File: config.mk
export PLATFORM = sky130hd
export DESIGN_NAME = enigma_char_sequencer_flat
export DESIGN_NICKNAME = d
export VERILOG_FILES = /design/src/rtl/enigma_char_sequencer_if.sv /design/src/rtl/enigma_char_sequencer.sv /design/src/flat_wrapper.sv
export SDC_FILE = /design/constraint.sdc
export NUM_CORES = 1
export LEC_CHECK = 0
export BUFFER_PORTS_ARGS = -buffer_cell sky130_fd_sc_hd__clkbuf_2
export CORE_ASPECT_RATIO = 1.75
export CORE_MARGIN = 3
export CORE_UTILIZATION = 47
export CTS_BUF_LIST = sky130_fd_sc_hd__clkbuf_4 sky130_fd_sc_hd__clkbuf_8 sky130_fd_sc_hd__clkbuf_16
export DETAILED_ROUTE_END_ITERATION = 6
export PLACE_DENSITY = 0.68
export SLEW_MARGIN = 20
export SYNTH_ARGS = -nofsm -noshare
export SYNTH_HDL_FRONTEND = slang
export SYNTH_SLANG_ARGS = --single-unit
File: constraint.sdc
create_clock -name clk -period 4 [get_ports clk]
set_input_delay 0.8 -clock clk [delete_from_list [all_inputs] [get_ports clk]]
set_output_delay 0.8 -clock clk [all_outputs]
set_load 0.1 [all_outputs]
File: src/rtl/enigma_char_sequencer_if.sv
// Host character stream and enigma core handshake signals for the character sequencer.
// The sequencer takes the slave view; the host/core side (or a bench) takes the master view.
interface enigma_char_sequencer_if;
  logic       in_valid;
  logic [7:0] in_data;
  logic       in_ready;
  logic       out_valid;
  logic [7:0] out_data;
  logic       out_ready;
  logic       core_set;
  logic       core_en;
  logic       core_dec;
  logic       core_valid;
  logic [7:0] core_din;
  logic [7:0] core_dout;
  logic       core_done;

  modport slave (
    input  in_valid, in_data, out_ready, core_dout, core_done,
    output in_ready, out_valid, out_data,
    output core_set, core_en, core_dec, core_valid, core_din
  );

  modport master (
    output in_valid, in_data, out_ready, core_dout, core_done,
    input  in_ready, out_valid, out_data,
    input  core_set, core_en, core_dec, core_valid, core_din
  );
endinterface

File: src/rtl/enigma_char_sequencer.sv
// Feeds host characters one at a time through the enigma core (letters) or straight through
// (everything else), preserving order, with per-character timeout and in/out FIFOs.
module enigma_char_sequencer #(
  parameter int DEPTH   = 16,
  parameter int TIMEOUT = 64
) (
  input  logic                   clk,
  input  logic                   reset_n,
  input  logic                   cfg_start,
  input  logic                   dec_mode,
  enigma_char_sequencer_if.slave bus,
  output logic                   busy,
  output logic                   timeout_err,
  output logic [15:0]            char_count
);
  localparam int AW = (DEPTH > 2) ? $clog2(DEPTH) : 1;
  localparam int CW = $clog2(DEPTH + 1);
  localparam int TW = (TIMEOUT > 2) ? $clog2(TIMEOUT) : 1;
  localparam logic [CW-1:0] FULL     = CW'(DEPTH);
  localparam logic [TW-1:0] TMO_LAST = TW'(TIMEOUT - 2);

  typedef enum logic [2:0] {S_IDLE, S_SETUP, S_ISSUE, S_WAIT, S_STORE} state_t;

  state_t          r_state, w_next;
  logic            r_pending, r_cfgd, r_dec, r_terr;
  logic [7:0]      r_din, r_result;
  logic [15:0]     r_ccount;
  logic [TW-1:0]   r_tcnt;

  logic [7:0]      r_imem [DEPTH];
  logic [AW-1:0]   r_iwptr, r_irptr;
  logic [CW-1:0]   r_icnt;
  logic [7:0]      r_omem [DEPTH];
  logic [AW-1:0]   r_owptr, r_orptr;
  logic [CW-1:0]   r_ocnt;

  logic            w_iwr, w_ipop, w_owr, w_opop, w_ofull, w_inempty, w_is_letter, w_tmo;
  logic [7:0]      w_ihead;

  assign w_ihead     = r_imem[r_irptr];
  assign w_inempty   = (r_icnt != '0);
  assign w_ofull     = (r_ocnt == FULL);
  assign w_iwr       = bus.in_valid && (r_icnt != FULL);
  assign w_opop      = bus.out_ready && (r_ocnt != '0);
  assign w_is_letter = (w_ihead >= 8'h41) && (w_ihead <= 8'h5A);
  assign w_tmo       = (r_state == S_WAIT) && !bus.core_done && (r_tcnt == TMO_LAST);

  always_ff @(posedge clk or negedge reset_n) begin
    if (!reset_n) r_state <= S_IDLE;
    else          r_state <= w_next;
  end

  always_comb begin
    w_next         = r_state;
    w_ipop         = 1'b0;
    w_owr          = 1'b0;
    bus.core_set   = 1'b0;
    bus.core_valid = 1'b0;
    case (r_state)
      S_IDLE: begin
        if (r_pending) begin
          w_next = S_SETUP;
        end else if (r_cfgd && w_inempty) begin
          w_ipop = 1'b1;
          w_next = w_is_letter ? S_ISSUE : S_STORE;
        end
      end
      S_SETUP: begin
        bus.core_set = 1'b1;
        w_next       = S_IDLE;
      end
      S_ISSUE: begin
        bus.core_valid = 1'b1;
        w_next         = S_WAIT;
      end
      S_WAIT: begin
        if (bus.core_done || w_tmo) w_next = S_STORE;
      end
      S_STORE: begin
        if (!w_ofull) begin
          w_owr  = 1'b1;
          w_next = S_IDLE;
        end
      end
      default: w_next = S_IDLE;
    endcase
  end

  // cfg_start arriving during SETUP re-arms the pending flag rather than being lost
  always_ff @(posedge clk or negedge reset_n) begin
    if (!reset_n) begin
      r_pending <= 1'b0;
      r_cfgd    <= 1'b0;
      r_dec     <= 1'b0;
      r_terr    <= 1'b0;
      r_ccount  <= '0;
      r_din     <= '0;
    end else begin
      r_pending <= cfg_start || (r_pending && (r_state != S_SETUP));
      if (r_state == S_SETUP) begin
        r_cfgd   <= 1'b1;
        r_dec    <= dec_mode;
        r_terr   <= 1'b0;
        r_ccount <= '0;
      end
      if (w_tmo) r_terr <= 1'b1;
      if (w_ipop && w_is_letter) r_din <= w_ihead;
      if (w_owr && (r_ccount != 16'hFFFF)) r_ccount <= r_ccount + 16'd1;
    end
  end

  always_ff @(posedge clk) begin
    if (w_ipop && !w_is_letter)                  r_result <= w_ihead;
    else if ((r_state == S_WAIT) && bus.core_done) r_result <= bus.core_dout;
    else if (w_tmo)                              r_result <= 8'h3F;
    if (r_state == S_ISSUE)     r_tcnt <= '0;
    else if (r_state == S_WAIT) r_tcnt <= r_tcnt + TW'(1);
    if (w_iwr) r_imem[r_iwptr] <= bus.in_data;
    if (w_owr) r_omem[r_owptr] <= r_result;
  end

  // Separate occupancy counters tell full from empty when the pointers coincide
  always_ff @(posedge clk or negedge reset_n) begin
    if (!reset_n) begin
      r_iwptr <= '0;
      r_irptr <= '0;
      r_icnt  <= '0;
      r_owptr <= '0;
      r_orptr <= '0;
      r_ocnt  <= '0;
    end else begin
      if (w_iwr)  r_iwptr <= r_iwptr + AW'(1);
      if (w_ipop) r_irptr <= r_irptr + AW'(1);
      if (w_iwr && !w_ipop)      r_icnt <= r_icnt + CW'(1);
      else if (!w_iwr && w_ipop) r_icnt <= r_icnt - CW'(1);
      if (w_owr)  r_owptr <= r_owptr + AW'(1);
      if (w_opop) r_orptr <= r_orptr + AW'(1);
      if (w_owr && !w_opop)      r_ocnt <= r_ocnt + CW'(1);
      else if (!w_owr && w_opop) r_ocnt <= r_ocnt - CW'(1);
    end
  end

  assign bus.in_ready  = (r_icnt != FULL);
  assign bus.out_valid = (r_ocnt != '0);
  assign bus.out_data  = (r_ocnt != '0) ? r_omem[r_orptr] : 8'h00;
  assign bus.core_en   = r_cfgd;
  assign bus.core_dec  = r_dec;
  assign bus.core_din  = r_din;
  assign busy          = (r_state != S_IDLE) || (r_icnt != '0) || (r_ocnt != '0);
  assign timeout_err   = r_terr;
  assign char_count    = r_ccount;
endmodule

File: src/flat_wrapper.sv
// flat-port wrapper written by rule: the top's interface ports become plain ports
module enigma_char_sequencer_flat 
#(
  parameter int DEPTH   = 16,
  parameter int TIMEOUT = 64
)
  (clk, reset_n, cfg_start, dec_mode, busy, timeout_err, char_count, bus_in_valid, bus_in_data, bus_out_ready, bus_core_dout, bus_core_done, bus_in_ready, bus_out_valid, bus_out_data, bus_core_set, bus_core_en, bus_core_dec, bus_core_valid, bus_core_din);
  enigma_char_sequencer_if bus_i ();
  input  logic clk;
  input  logic reset_n;
  input  logic cfg_start;
  input  logic dec_mode;
  output logic busy;
  output logic timeout_err;
  output logic [15:0] char_count;
  input wire logic [$bits(bus_i.in_valid)-1:0] bus_in_valid;
  input wire logic [$bits(bus_i.in_data)-1:0] bus_in_data;
  input wire logic [$bits(bus_i.out_ready)-1:0] bus_out_ready;
  input wire logic [$bits(bus_i.core_dout)-1:0] bus_core_dout;
  input wire logic [$bits(bus_i.core_done)-1:0] bus_core_done;
  output wire logic [$bits(bus_i.in_ready)-1:0] bus_in_ready;
  output wire logic [$bits(bus_i.out_valid)-1:0] bus_out_valid;
  output wire logic [$bits(bus_i.out_data)-1:0] bus_out_data;
  output wire logic [$bits(bus_i.core_set)-1:0] bus_core_set;
  output wire logic [$bits(bus_i.core_en)-1:0] bus_core_en;
  output wire logic [$bits(bus_i.core_dec)-1:0] bus_core_dec;
  output wire logic [$bits(bus_i.core_valid)-1:0] bus_core_valid;
  output wire logic [$bits(bus_i.core_din)-1:0] bus_core_din;
  assign bus_i.in_valid = bus_in_valid;
  assign bus_i.in_data = bus_in_data;
  assign bus_i.out_ready = bus_out_ready;
  assign bus_i.core_dout = bus_core_dout;
  assign bus_i.core_done = bus_core_done;
  assign bus_in_ready = bus_i.in_ready;
  assign bus_out_valid = bus_i.out_valid;
  assign bus_out_data = bus_i.out_data;
  assign bus_core_set = bus_i.core_set;
  assign bus_core_en = bus_i.core_en;
  assign bus_core_dec = bus_i.core_dec;
  assign bus_core_valid = bus_i.core_valid;
  assign bus_core_din = bus_i.core_din;
  enigma_char_sequencer #(.DEPTH(DEPTH), .TIMEOUT(TIMEOUT)) u_core (.clk(clk), .reset_n(reset_n), .cfg_start(cfg_start), .dec_mode(dec_mode), .bus(bus_i), .busy(busy), .timeout_err(timeout_err), .char_count(char_count));
endmodule
==> results_dict.tcl <==
set metrics [dict create \
    status "complete, no violations" \
    drive_above_1_share_pct 23.2 \
    async_reset_ff_share_pct 17.4 \
    antenna_found_initial 0 \
    grt_pass1_vias 7325 \
    portBuffers 62 \
    fmax_ghz 0.266 \
    finalHoldViolations 0 \
    grt_overflow 0 \
    critPathSlowestCell "dfrtp_2" \
    clock-sinks 327 \
    tightest_slew_ns 1.09 \
    critPathArrivalTime_ns 2.96 \
    hold_ws_ns 0.319 \
    path_buf_inv 2 \
    clkTransAtPathRegs_ns 0.07 \
    grt_pass1_wl_mm 42.8 \
    start_util_pct 48.0 \
    die_h_um 230 \
    synth_top_cell_area_share_pct 58.9 \
    p_per_area_mw_per_mm2 753 \
    coreArea_mm2 0.0281 \
    syn_avg_cell_area_um2 16.9 \
    p_leak_nw 5.45 \
    syn-instance-count 796 \
    fin_util_pct 54.4 \
    antennaDiodeCount 0 \
    setup_slack_ns 0.244 \
    num_vias 6967 \
    synth_seq_cells 327 \
    fin_crit_ns 3.76 \
    p_int_mw 7.29 \
    grtUsageTotal_pct 18.2 \
    h-tree-depth 1 \
    critical_path.top_delay_family "multiplexers" \
    fp.dieW_um 134 \
    switching_share_pct 36.5 \
    grt_max_degree 32 \
    synth_largest_area_cell "edfxtp_1" \
    grt_setup_unrepaired "false" \
    fin_crit_sh_pct 93.9 \
    cts_hold_buf 0 \
    synth.area.top_cells "edfxtp_1, mux4_2, dfrtp_1" \
    pwr-share-comb_pct 35.0 \
    ir_drop_v 0.000662 \
    synth_edf_count 264 \
    switchingPower_mw 4.19 \
    relSlewSlack_pct 26.9 \
    clock-root-buffer "clkbuf_16" \
    vias_per_cell 5.50 \
    ys_seq_area_share_pct 70.4 \
    syn-cell-area_mm2 0.0135 \
    clockBufferDepth 3 \
    synth_commonest_cells "edfxtp_1, mux4_2, nand2_1" \
    routed_wl_mm 27.3 \
    drv_cap 0 \
    drc 0 \
    synth_nets 842 \
    ys.flop_type "edfxtp_1" \
    die-area_mm2 0.0308 \
    ios 63 \
    hold_path_class "in2async" \
    fin_skew_ns 0.0260 \
    drt_iter0_drc 398 \
    yosysMostFrequentCell "edfxtp_1" \
    path_class "reg2out" \
    crit_chain "buf_4 -> mux4_2 -> mux4_2 -> and2_1 -> clkbuf_2" \
    setup_viol 0 \
    fin_tns_setup_ns 0 \
    yosys.cell_types.count 52 \
    yosys_warnings 0 \
    gp_congestion 0.787 \
    critPathLaunchType "flip-flop" \
    dp.final_hpwl_mm 19.6 \
    worstPathRequired_ns 3.20 \
    seq_power_share_pct 39.8 \
    ant_nets 0 \
    crit_path_max_fanout 9 \
    slowest_delay_ns 0.55 \
    dr.pass1.iters 4 \
    cp-end-kind "output pin" \
    cts_made_buffers 28 \
    maxSlewViolCount 0 \
    fin_nets 917 \
    tritoncts "built" \
    pwr-share-clk_pct 25.2 \
    wire_per_inst_um 21.5 \
    num_rows 81 \
    pre_cts_slack_ns 0.434 \
    path_common_cell "mux4_2" \
    finalPower_mw 11.5 \
    area_growth_pct 13.3 \
    clk_latency_ns 0.57 \
]
## layer usage
metal | share of wire, % | GRT usage, %
met1 | 35 | 19.7
met2 | 59 | 35.9
met3 | 3.1 | 1.84
met4 | 3.1 | 6.37
met5 | 0 | 0
## state kept, by name, summed over array words and instances, names as in the netlist, 3 cells and up
signal	count
u_core.r_state	3
u_core.char_count	16
u_core.r_tcnt	6
u_core.r_owptr	4
u_core.r_result	8
u_core.r_omem	128
u_core.r_iwptr	4
u_core.r_ocnt	5
u_core.bus.core_din	8
u_core.r_orptr	4
u_core.r_icnt	5
u_core.r_irptr	4
u_core.r_imem	128
## through the flow
stage / area, um^2 / instances
after global routing: 15300 / 1266
after global placement: 14200 / 1214
final: 15300 / 1266
after floorplan: 13500 / 796
after CTS: 15300 / 1266
after detailed placement: 14200 / 1214
## logic make-up after synthesis
logic type / share of synthesized area (%)
AO/OA/AOI/OAI: 4.11
adder cells (fa/ha/maj): 2.25
buffers and inverters: 1.70
multiplexers: 12.9
XOR/XNOR: 1.56
AND/OR/NAND/NOR: 7.07
flip-flops: 70.4
## layout make-up
type	instances	area [um^2]
Clock buffer	38	795
Clock inverter	14	208
Fill cell	2238	12800
Inverter	17	63.8
Multi-Input combinational cell	417	3770
Sequential cell	327	9480
Tap cell	373	467
Timing Repair Buffer	80	483
## power by group through the flow
| stage | combinational (mW) | clock, mW | sequential (mW) |
|---|---|---|---|
| after global placement | 4.02 | 0 | 4.64 |
| after detailed placement | 4.08 | 0 | 4.65 |
| after global routing | 4.34 | 3.10 | 4.64 |
| after floorplan | 3.10 | 0 | 4.67 |
| final | 4.02 | 2.89 | 4.57 |
| after CTS | 4.08 | 2.96 | 4.58 |
## worst paths after layout
check                                        from                endpoint  slack, ns  depth (start not counted)
max reg2reg                     u_core.r_irptr[0]      u_core.r_result[0]       0.68                          9
max in group asynchronous                 reset_n        u_core.r_ocnt[1]       2.97                          2
min                                       reset_n        u_core.r_pending       0.32                          1
min in group clk                        cfg_start        u_core.r_pending       0.43                          2
min reg2reg                u_core.bus.core_din[6]  u_core.bus.core_din[6]       0.47                          1
max                             u_core.r_orptr[0]         bus_out_data[3]       0.24                          5
## timing repair
| item | CTS | global route |
|---|---|---|
| endpoints found under the hold margin | 0 | 0 |
| setup endpoints to repair | 0 | 1 |
| setup buffers | 0 | 0 |
| resized for setup | 0 | 1 |
## cells in the final DEF (no fill, tap or decap), drive strengths merged, types with 4 or more instances in the layout
cell    instances
nand2          65
a21oi          14
a21o            6
and3           17
clkbuf         99
mux2i          21
nand4           8
a22oi           6
nor3            7
dfxtp           6
nand3          12
clkinv          9
and4            6
xnor2          19
nor2           35
dfrtp          57
edfxtp        264
a221oi         10
and2           21
nand2b          7
buf            19
mux2            6
xor2            5
ha             21
mux4           65
o21ai          39
inv            17
bufinv          4
o31ai           4
No activity file was read; power rests on OpenSTA's default activity.
